`src/rtl/hazard_pkg.sv`:
```
// Shared encodings for the pipeline hazard / forwarding controller:
// forward-select codes, multi-cycle FSM states and the tag control flags.
package hazard_pkg;

    typedef enum logic [2:0] {
        FWD_RF    = 3'd0,
        FWD_RESW  = 3'd1,
        FWD_ALUM  = 3'd2,
        FWD_ALU2M = 3'd3,
        FWD_RES2W = 3'd4
    } fwd_sel_e;

    typedef enum logic {
        MC_IDLE = 1'b0,
        MC_BUSY = 1'b1
    } mc_state_e;

    // r15 reads the PC and is never forwarded
    localparam int unsigned PC_REG = 15;

    typedef struct packed {
        logic valid;
        logic we3;
        logic we0;
        logic load;
        logic mc;
    } tag_flags_t;

    // Younger producer (M) wins over older (W); within a stage WA3 wins over WA0
    function automatic fwd_sel_e fwd_pick(input logic m3, input logic m0,
                                          input logic w3, input logic w0);
        fwd_sel_e sel;
        if (m3)      sel = FWD_ALUM;
        else if (m0) sel = FWD_ALU2M;
        else if (w3) sel = FWD_RESW;
        else if (w0) sel = FWD_RES2W;
        else         sel = FWD_RF;
        return sel;
    endfunction

endpackage

```
`src/rtl/fwd_hazard_ctrl_if.sv`:
```
// Decode-stage hazard inputs and stall/flush/forward controls between the
// pipeline datapath (master) and the hazard controller (slave).
interface fwd_hazard_ctrl_if #(
    parameter int unsigned NRD = 4,
    parameter int unsigned RW  = 4
);
    logic [NRD*RW-1:0] ra_d;
    logic [NRD-1:0]    rused_d;
    logic [RW-1:0]     wa3_d;
    logic [RW-1:0]     wa0_d;
    logic              we3_d;
    logic              we0_d;
    logic              load_d;
    logic              mc_d;
    logic              branch_taken_e;
    logic              StallF;
    logic              StallD;
    logic              StallE;
    logic              FlushD;
    logic              FlushE;
    logic [NRD*3-1:0]  ForwardE;

    modport master (
        output ra_d, rused_d, wa3_d, wa0_d, we3_d, we0_d, load_d, mc_d, branch_taken_e,
        input  StallF, StallD, StallE, FlushD, FlushE, ForwardE
    );

    modport slave (
        input  ra_d, rused_d, wa3_d, wa0_d, we3_d, we0_d, load_d, mc_d, branch_taken_e,
        output StallF, StallD, StallE, FlushD, FlushE, ForwardE
    );
endinterface

```
`src/rtl/hazard_tag_reg.sv`:
```
// One pipeline-stage shadow tag register: synchronous reset, synchronous
// clear (bubble insert) and hold when not enabled.
module hazard_tag_reg #(
    parameter int unsigned W = 1
) (
    input  logic         clk,
    input  logic         reset,
    input  logic         en,
    input  logic         clr,
    input  logic [W-1:0] d,
    output logic [W-1:0] q
);
    always_ff @(posedge clk) begin
        if (reset || clr) begin
            q <= '0;
        end else if (en) begin
            q <= d;
        end
    end
endmodule

```
`src/rtl/fwd_hazard_ctrl.sv`:
```
// Hazard and forwarding controller for the F/D/E/M/W pipeline with dual
// write-back; tracks in-flight destinations and holds E for multi-cycle ops.
module fwd_hazard_ctrl #(
    parameter int unsigned NRD    = 4,
    parameter int unsigned RW     = 4,
    parameter int unsigned MC_LAT = 4
) (
    input logic              clk,
    input logic              reset,
    fwd_hazard_ctrl_if.slave hif
);
    import hazard_pkg::*;

    localparam int unsigned   CW       = (MC_LAT > 1) ? $clog2(MC_LAT) : 1;
    localparam logic [CW-1:0] CNT_LAST = CW'(MC_LAT - 1);
    localparam logic [RW-1:0] PC_ADDR  = RW'(PC_REG);

    typedef struct packed {
        tag_flags_t             f;
        logic [NRD-1:0][RW-1:0] ra;
        logic [NRD-1:0]         rused;
        logic [RW-1:0]          wa3;
        logic [RW-1:0]          wa0;
    } tag_t;

    localparam int unsigned TW = $bits(tag_t);

    tag_t             d_tag, e_q, m_q, w_q;
    mc_state_e        state;
    logic [CW-1:0]    cnt;
    logic             mc_stall, lu_hit, load_use, branch;
    logic             stall_fd, stall_e, flush_d, flush_e, e_clr;
    logic [NRD*3-1:0] fwd;
    logic             unused_w;

    always_comb begin
        d_tag         = '0;
        d_tag.f.valid = 1'b1;
        d_tag.f.we3   = hif.we3_d;
        d_tag.f.we0   = hif.we0_d;
        d_tag.f.load  = hif.load_d;
        d_tag.f.mc    = hif.mc_d;
        d_tag.ra      = hif.ra_d;
        d_tag.rused   = hif.rused_d;
        d_tag.wa3     = hif.wa3_d;
        d_tag.wa0     = hif.wa0_d;
    end

    // E gets a bubble on flush, or when D is held while E moves on
    assign e_clr = flush_e | (stall_fd & ~stall_e);

    hazard_tag_reg #(.W(TW)) u_tag_e (
        .clk   (clk),
        .reset (reset),
        .en    (~stall_e),
        .clr   (e_clr),
        .d     (d_tag),
        .q     (e_q)
    );

    hazard_tag_reg #(.W(TW)) u_tag_m (
        .clk   (clk),
        .reset (reset),
        .en    (1'b1),
        .clr   (stall_e),
        .d     (e_q),
        .q     (m_q)
    );

    hazard_tag_reg #(.W(TW)) u_tag_w (
        .clk   (clk),
        .reset (reset),
        .en    (1'b1),
        .clr   (1'b0),
        .d     (m_q),
        .q     (w_q)
    );

    always_comb begin
        fwd = '0;
        for (int unsigned i = 0; i < NRD; i++) begin
            if (e_q.f.valid && e_q.rused[i] && (e_q.ra[i] != PC_ADDR)) begin
                fwd[3*i +: 3] = fwd_pick(m_q.f.valid && m_q.f.we3 && (m_q.wa3 == e_q.ra[i]),
                                         m_q.f.valid && m_q.f.we0 && (m_q.wa0 == e_q.ra[i]),
                                         w_q.f.valid && w_q.f.we3 && (w_q.wa3 == e_q.ra[i]),
                                         w_q.f.valid && w_q.f.we0 && (w_q.wa0 == e_q.ra[i]));
            end
        end
    end

    always_comb begin
        lu_hit = 1'b0;
        for (int unsigned i = 0; i < NRD; i++) begin
            if (hif.rused_d[i] && (hif.ra_d[RW*i +: RW] == e_q.wa3)) begin
                lu_hit = 1'b1;
            end
        end
    end

    assign load_use = e_q.f.valid & e_q.f.load & e_q.f.we3 & lu_hit;

    // In IDLE this term is the first-entry cycle; the last BUSY cycle releases E
    assign mc_stall = ((state == MC_IDLE) && e_q.f.valid && e_q.f.mc && (MC_LAT > 1))
                    || ((state == MC_BUSY) && (cnt != CNT_LAST));

    always_ff @(posedge clk) begin
        if (reset) begin
            state <= MC_IDLE;
            cnt   <= '0;
        end else begin
            unique case (state)
                MC_IDLE: begin
                    if (mc_stall) begin
                        state <= MC_BUSY;
                        cnt   <= CW'(1);
                    end
                end
                MC_BUSY: begin
                    if (cnt == CNT_LAST) begin
                        state <= MC_IDLE;
                        cnt   <= '0;
                    end else begin
                        cnt <= cnt + CW'(1);
                    end
                end
                default: begin
                    state <= MC_IDLE;
                    cnt   <= '0;
                end
            endcase
        end
    end

    assign branch   = hif.branch_taken_e;
    assign stall_fd = mc_stall | (load_use & ~branch);
    assign stall_e  = mc_stall;
    assign flush_d  = ~mc_stall & branch;
    assign flush_e  = ~mc_stall & (branch | load_use);

    assign hif.StallF   = stall_fd;
    assign hif.StallD   = stall_fd;
    assign hif.StallE   = stall_e;
    assign hif.FlushD   = flush_d;
    assign hif.FlushE   = flush_e;
    assign hif.ForwardE = fwd;

    // W only ever supplies write-back destinations
    assign unused_w = ^{w_q.ra, w_q.rused, w_q.f.load, w_q.f.mc};

endmodule

```
`src/flat_wrapper.sv`:
```
// flat-port wrapper written by rule: the top's interface ports become plain ports
module fwd_hazard_ctrl_flat import hazard_pkg::*;
#(
    parameter int unsigned NRD    = 4,
    parameter int unsigned RW     = 4,
    parameter int unsigned MC_LAT = 4
)
  (clk, reset, hif_ra_d, hif_rused_d, hif_wa3_d, hif_wa0_d, hif_we3_d, hif_we0_d, hif_load_d, hif_mc_d, hif_branch_taken_e, hif_StallF, hif_StallD, hif_StallE, hif_FlushD, hif_FlushE, hif_ForwardE);
  fwd_hazard_ctrl_if #(.NRD(NRD), .RW(RW)) hif_i ();
  input logic clk;
  input logic reset;
  input wire logic [$bits(hif_i.ra_d)-1:0] hif_ra_d;
  input wire logic [$bits(hif_i.rused_d)-1:0] hif_rused_d;
  input wire logic [$bits(hif_i.wa3_d)-1:0] hif_wa3_d;
  input wire logic [$bits(hif_i.wa0_d)-1:0] hif_wa0_d;
  input wire logic [$bits(hif_i.we3_d)-1:0] hif_we3_d;
  input wire logic [$bits(hif_i.we0_d)-1:0] hif_we0_d;
  input wire logic [$bits(hif_i.load_d)-1:0] hif_load_d;
  input wire logic [$bits(hif_i.mc_d)-1:0] hif_mc_d;
  input wire logic [$bits(hif_i.branch_taken_e)-1:0] hif_branch_taken_e;
  output wire logic [$bits(hif_i.StallF)-1:0] hif_StallF;
  output wire logic [$bits(hif_i.StallD)-1:0] hif_StallD;
  output wire logic [$bits(hif_i.StallE)-1:0] hif_StallE;
  output wire logic [$bits(hif_i.FlushD)-1:0] hif_FlushD;
  output wire logic [$bits(hif_i.FlushE)-1:0] hif_FlushE;
  output wire logic [$bits(hif_i.ForwardE)-1:0] hif_ForwardE;
  assign hif_i.ra_d = hif_ra_d;
  assign hif_i.rused_d = hif_rused_d;
  assign hif_i.wa3_d = hif_wa3_d;
  assign hif_i.wa0_d = hif_wa0_d;
  assign hif_i.we3_d = hif_we3_d;
  assign hif_i.we0_d = hif_we0_d;
  assign hif_i.load_d = hif_load_d;
  assign hif_i.mc_d = hif_mc_d;
  assign hif_i.branch_taken_e = hif_branch_taken_e;
  assign hif_StallF = hif_i.StallF;
  assign hif_StallD = hif_i.StallD;
  assign hif_StallE = hif_i.StallE;
  assign hif_FlushD = hif_i.FlushD;
  assign hif_FlushE = hif_i.FlushE;
  assign hif_ForwardE = hif_i.ForwardE;
  fwd_hazard_ctrl #(.NRD(NRD), .RW(RW), .MC_LAT(MC_LAT)) u_core (.clk(clk), .reset(reset), .hif(hif_i));
endmodule
```
`config.mk`:
```
export PLATFORM = sky130hd
export DESIGN_NAME = fwd_hazard_ctrl_flat
export DESIGN_NICKNAME = d
export VERILOG_FILES = /design/src/rtl/hazard_pkg.sv /design/src/rtl/fwd_hazard_ctrl_if.sv /design/src/rtl/hazard_tag_reg.sv /design/src/rtl/fwd_hazard_ctrl.sv /design/src/flat_wrapper.sv
export SDC_FILE = /design/constraint.sdc
export NUM_CORES = 1
export LEC_CHECK = 0
export ABC_AREA = 1
export BUFFER_PORTS_ARGS = -buffer_cell sky130_fd_sc_hd__buf_2
export CORE_MARGIN = 2
export CORE_UTILIZATION = 62
export CTS_CLUSTER_DIAMETER = 60
export CTS_CLUSTER_SIZE = 30
export DETAILED_ROUTE_END_ITERATION = 12
export PLACE_DENSITY_LB_ADDON = 0.3
export SLEW_MARGIN = 0
export SYNTH_ARGS = -nofsm -noshare
export SYNTH_HDL_FRONTEND = slang
export SYNTH_SLANG_ARGS = --single-unit
```
`constraint.sdc`:
```
create_clock -name clk -period 4.69 [get_ports clk]
set_input_delay 0.469 -clock clk [delete_from_list [all_inputs] [get_ports clk]]
set_output_delay 0.469 -clock clk [all_outputs]
set_load 0.1 [all_outputs]
```
==> flow_summary.ini, run 1 <==
[setup_path]
setup.worst_path.end_class = output pin
worst_ep_required_time_ps = 4220
timing.critical_path.fanout_max = 70
critical_path_source_type = register
cp.arrival_ps = 2340
timing.setup.critical_path_class = register to output pin

[layout]
final_area_sq_um = 3920
final_cell_mix = sky130_fd_sc_hd__inv_1, sky130_fd_sc_hd__nand2_1, sky130_fd_sc_hd__dfxtp_1, sky130_fd_sc_hd__buf_2, sky130_fd_sc_hd__nor2_1
layout.nets = 589
areaGrowthSynthToFinish_pct = 13.7
antenna-diode-count = 0
mostFrequentLayoutCell = sky130_fd_sc_hd__inv_1
filler_cell_count = 465
drive_above_1_share = 0.190

[placement]
dpl-instance-area_sq_um = 3680
post-place-ws_ps = 2260
port_buffer_cells = 51
gp_congestion = 0.906
detailed_place_hpwl_um = 6470

[die]
core_sq_um = 5440
fp-row-count = 27
number_of_top_level_pins = 52
die_height_um = 78.6
floorplan_die_area_sq_um = 6170
initial_util = 0.634
chip_width_um = 78.6

[hold_path]
holdCritPathClass = register to register

[clocking]
clk_latency_ps = 340
cts.hold.buffers_added = 0
post_cts_buffers = 0
cts.sink_count = 58
cts_root_buf = sky130_fd_sc_hd__clkbuf_8
cts_buffer_depth = 2
cts_tree = done
h_tree_lvls = 3
cts-buffers-inserted = 9
cts.clk_slew.worst_paths_ps = 70
post_cts_resize_count = 0

[synth]
seq_area_frac_synth = 0.337
synth-async-reset-ratio = 0
synthesis.area_sq_um = 3450
synth.largest_area_cell = sky130_fd_sc_hd__dfxtp_1
syn_avg_cell_area_sq_um = 6.71
synthesis.nets = 550
postSynthCellCount = 514
synth.top_cells.by_area = sky130_fd_sc_hd__dfxtp_1, sky130_fd_sc_hd__inv_1, sky130_fd_sc_hd__nand2_1, sky130_fd_sc_hd__o21ai_0, sky130_fd_sc_hd__xnor2_1
yosys.cell_types.count = 36
synth_seq_cells = 58
synth-edff-count = 0
synth_top_cell_area_share = 0.337
postSynth.topFlopCell = sky130_fd_sc_hd__dfxtp_1
yosysWarnings = 0

[routing]
wl_um = 8890
highest_metal_layer_with_signal_wires = met4
post-route-drc-count = 0
route.met3.wl_um = 623
drtPass1Iterations = 5
met1_wire_length_um = 3780
vias = 3376
initialDrtViolationCount = 294
ant_nets = 0
route.detailed.wl_per_inst_um = 14.1
detail_route.vias_per_cell = 5.36
met2RoutedLength_um = 4240

[sta]
timing.final.max_slew_violations = 0
timing.fmax_ghz = 0.357
max_slew.worst_pin.slew_ps = 726
timing.final.setup_violations = 0
final_hold_viol_count = 0
period_needed_ps = 2800
timing.final.ws_setup_ps = 1890
worst_slew_margin = 0.516
worst_clock_skew_ps = 9.40
rsz0062_at_grt = false
final_min_period_over_clock_period = 0.598
setup-tns-final_ps = 0

[power]
power.net_switching_mw = 0.354
report.power.total_mw = 1.28
power.static_leakage_nw = 1.82
power_density_nw_per_um2 = 325
power.share.clock = 0.426
power_frac_comb = 0.151
power.share.switching = 0.277
vdd_ir_drop_max_mv = 0.278
seq_power_share = 0.423
internal_power_mw = 0.922

[status]
outcome = completed

[grt]
grt_pass1_wl_um = 14900
antenna_found_initial = 0
largest_net_degree_at_the_start_of_global_routing = 71
grt_remaining_overflow = 0
grt_pass1_vias = 3156
global_route.usage.total = 0.310

[job]
max_capacitance_violation_total = 0
==> registers in the layout, indices dropped and copies added, names as in the netlist <==
signal and cells:
u_core.u_tag_w.q 11, u_core.state 1, u_core.u_tag_m.q 11, u_core.cnt 2, u_core.u_tag_e.q 33
==> routing by layer <==
layer	global-route usage	up-vias
met2	0.516	151
met5	0	-
met1	0.391	1510
met3	0.0667	31
li1	-	1684
met4	0.121	0
==> synth_stat cells (2+ instances only) <==
cell type,count
sky130_fd_sc_hd__a211oi_1,2
sky130_fd_sc_hd__a21boi_0,4
sky130_fd_sc_hd__a21oi_1,21
sky130_fd_sc_hd__a221oi_1,3
sky130_fd_sc_hd__buf_1,2
sky130_fd_sc_hd__buf_2,4
sky130_fd_sc_hd__buf_6,2
sky130_fd_sc_hd__clkbuf_1,14
sky130_fd_sc_hd__dfxtp_1,58
sky130_fd_sc_hd__inv_1,98
sky130_fd_sc_hd__inv_2,4
sky130_fd_sc_hd__nand2_1,90
sky130_fd_sc_hd__nand3_1,18
sky130_fd_sc_hd__nand4_1,3
sky130_fd_sc_hd__nor2_1,48
sky130_fd_sc_hd__nor2_2,21
sky130_fd_sc_hd__nor2_4,9
sky130_fd_sc_hd__nor3_1,11
sky130_fd_sc_hd__nor4_1,4
sky130_fd_sc_hd__o2111ai_1,4
sky130_fd_sc_hd__o211ai_1,3
sky130_fd_sc_hd__o21ai_0,37
sky130_fd_sc_hd__o22ai_1,16
sky130_fd_sc_hd__xnor2_1,21
sky130_fd_sc_hd__xor2_1,6
==> power by group through the flow <==
stage / logic, mW / registers [mW] / clock network [mW]
after floorplan: 0.155 / 0.536 / 0
after global placement: 0.183 / 0.549 / 0
after detailed placement: 0.188 / 0.550 / 0
after CTS: 0.191 / 0.539 / 0.545
after global routing: 0.215 / 0.542 / 0.568
final: 0.192 / 0.540 / 0.543
==> metrics by stage <==
stage	util	std cells	hold WS (ps)
2_1_floorplan	-	514	403
3_3_place_gp	0.677	614	411
3_5_place_dp	0.677	614	415
4_1_cts	0.721	630	424
5_1_grt	0.721	630	449
6_report	0.721	630	420
==> critical path: stages, from the launching register on <==
cell and delay, ps:
sky130_fd_sc_hd__dfxtp_1 350, sky130_fd_sc_hd__ha_1 170, sky130_fd_sc_hd__inv_1 70, sky130_fd_sc_hd__o21ai_4 130, sky130_fd_sc_hd__buf_4 480, sky130_fd_sc_hd__inv_2 70
sky130_fd_sc_hd__nor2_1 130, sky130_fd_sc_hd__inv_1 100, sky130_fd_sc_hd__nand2_1 70, sky130_fd_sc_hd__buf_2 420
==> path summary, 6_finish.rpt <==
kind,slack [ps],start,endpoint,cells past startpoint
setup reg to reg,2400,u_core.cnt[0],u_core.u_tag_e.q[1],9
setup / recovery,1890,u_core.cnt[0],hif_FlushE,9
hold / removal,420,u_core.u_tag_m.q[30],u_core.u_tag_w.q[30],2
hold reg to reg,420,u_core.u_tag_m.q[30],u_core.u_tag_w.q[30],2
==> cells by family (layout without fill, tap and decap cells) <==
family	count (synthesis)	in the layout	synth area share
DFF	58	58	0.337
buffers and inverters	126	170	0.147
AOI/OAI and AO/OA	93	93	0.157
adders and majority gates	1	1	0.00363
xor gates and xnor gates	27	27	0.0686
and+or+nand+nor	209	209	0.286
==> area by class of cell <==
type	count	area [sq um]	share of cell area
Multi-Input combinational cell	330	1790	0.456
Sequential cell	58	1160	0.296
Inverter	102	383	0.0976
Timing Repair Buffer	52	263	0.0670
Clock buffer	12	165	0.0421
Tap cell	72	90.1	0.0230
Clock inverter	4	72.6	0.0185
Note: power is estimated with default switching activity, not from simulation.
==> inputs of run 2 (changes only) <==
CORE_UTILIZATION = 52   (was 62)
clock period = 2.3 ns   (was 4.69 ns; I/O delays follow)
==> flow_summary.ini, run 2 (synthesized netlist as in run 1, its figures left out) <==
[status]
outcome = completed

[grt]
antenna_found_initial = 0
groute.layer.met2.usage = 0.411
groute.layer.met1.usage = 0.336
groute.layer.met3.usage = 0.0496
largest_net_degree_at_the_start_of_global_routing = 66
grt_pass1_wl_um = 15000
grt_pass1_vias = 3181
global_route.usage.total = 0.258
grt.busiest_layer = met2
grt_remaining_overflow = 0

[hold_path]
holdCritPathClass = input pin to register
min_delay_worst_endpoint = u_core.u_tag_e.q[1]
timing.hold.worst_path_depth = 5
min_from = hif_wa0_d[1]

[layout]
mostFrequentLayoutCell = sky130_fd_sc_hd__inv_1
antenna-diode-count = 0
drive_above_1_share = 0.222
final_cells = 636
areaGrowthSynthToFinish_pct = 17.7
layout.nets = 590
final_cell_mix = sky130_fd_sc_hd__inv_1, sky130_fd_sc_hd__nand2_1, sky130_fd_sc_hd__dfxtp_1, sky130_fd_sc_hd__nor2_1, sky130_fd_sc_hd__buf_2
regMostFlops = u_core.u_tag_e.q
largest_register_ffs = 33
biggestRegsByFlops = u_core.u_tag_e.q x33, u_core.u_tag_m.q x11, u_core.u_tag_w.q x11

[setup_path]
crit_slowest_cell = sky130_fd_sc_hd__buf_2
critical_path.max_stage_delay_ps = 430
timing.critical_path.fanout_max = 7
reg2regPathDepth = 6
path_cells = inv_1 > o22ai_1 > nor2_1 > nand4_1 > a21boi_2 > buf_2
critical_path_source_type = register
timing.setup.critical_path_class = register to output pin
setup_slack_of_the_worst_register_to_register_path_ps = 300
regToRegStartpoint = u_core.cnt[0]
worst_ep_required_time_ps = 2070
cp.arrival_ps = 1960
timing.rr.end = u_core.u_tag_m.q[6]
setup.worst_path.start = u_core.u_tag_e.q[19]
setup.worst_path.end_class = output pin

[sta]
final_min_period_over_clock_period = 0.951
max_slew.worst_pin.slew_ps = 523
rsz0062_at_grt = false
worst_clock_skew_ps = 8.87
worst_slew_margin = 0.651
setup-tns-final_ps = 0
final_hold_viol_count = 0
timing.fmax_ghz = 0.457
timing.final.max_slew_violations = 0
timing.final.setup_violations = 0
period_needed_ps = 2190

[routing]
drtPass1Iterations = 5
post-route-drc-count = 0
detail_route.vias_per_cell = 5.36
route.detailed.wl_per_inst_um = 14.1
ant_nets = 0
vias = 3408
wl_um = 8990
initialDrtViolationCount = 286

[clocking]
cts-buffers-inserted = 9
h_tree_lvls = 3
cts.hold.buffers_added = 0
cts_buffer_depth = 2
cts.sink_count = 58
clk_latency_ps = 340
post_cts_buffers = 0
cts_root_buf = sky130_fd_sc_hd__clkbuf_8
cts_tree = done
cts.clk_slew.worst_paths_ps = 70

[die]
number_of_top_level_pins = 52
chip_width_um = 85.4
die_height_um = 85.4
fp-row-count = 29
core_sq_um = 6390
floorplan_die_area_sq_um = 7300
initial_util = 0.540

[power]
vdd_ir_drop_max_mv = 0.505
power_density_nw_per_um2 = 661
power.static_leakage_nw = 1.83

[placement]
detailed_place_hpwl_um = 6660
gp_congestion = 0.938
cell_count_after_placement = 620
port_buffer_cells = 51

[job]
max_capacitance_violation_total = 0
## run 2: report_power, final
part	internal [mW]	switching, mW
clock	0.729	0.446
combinational	0.143	0.265
sequential	1.05	0.0508
## run 2: critical path: cells and delay by family, from the launching register on
family	cells	cell delay [ps]
DFF	1	350
buffers and inverters	2	660
and+or+nand+nor	2	290
AOI/OAI and AO/OA	2	330
## run 2: area by class of cell
type | count | area (sq um)
Clock inverter | 7 | 125
Inverter | 102 | 385
Clock buffer | 9 | 124
Tap cell | 77 | 96.3
Timing Repair Buffer | 53 | 327
Fill cell | 573 | 2330
Multi-Input combinational cell | 330 | 1840
Sequential cell | 58 | 1160
## run 2: timing repair
item,4_1_cts,5_1_grt
gates resized for setup,1,22
gates cloned,0,0
setup endpoints to repair,3,13
## run 2: through the flow
stage               hold slack [ps]   util  area (sq um)  setup slack, ps  total power [mW]
floorplan                       299      -          3500             -313              1.41
detailed placement              416  0.589          3760              295              1.51
global route                    230  0.636          4060             8.81              2.79
CTS                             214  0.628          4010            -45.3              2.67
finish                          218  0.636          4060              114              2.68
global placement                414  0.589          3760              350              1.51
## run 2: worst max-delay path by stage
stage / depth (start not counted) / to
final: 6 / hif_ForwardE[4]
after global placement: 11 / hif_FlushE
after global routing: 9 / hif_ForwardE[11]
after detailed placement: 11 / hif_FlushE
after floorplan: 5 / hif_ForwardE[1]
after CTS: 11 / hif_StallD
## run 2: metal layers
metal | up-vias | share of wire | wire [um]
met5 | - | 0 | 0
met4 | 0 | 0.030 | 266
met3 | 25 | 0.078 | 704
met2 | 178 | 0.46 | 4110
met1 | 1516 | 0.44 | 3920
li1 | 1689 | - | -
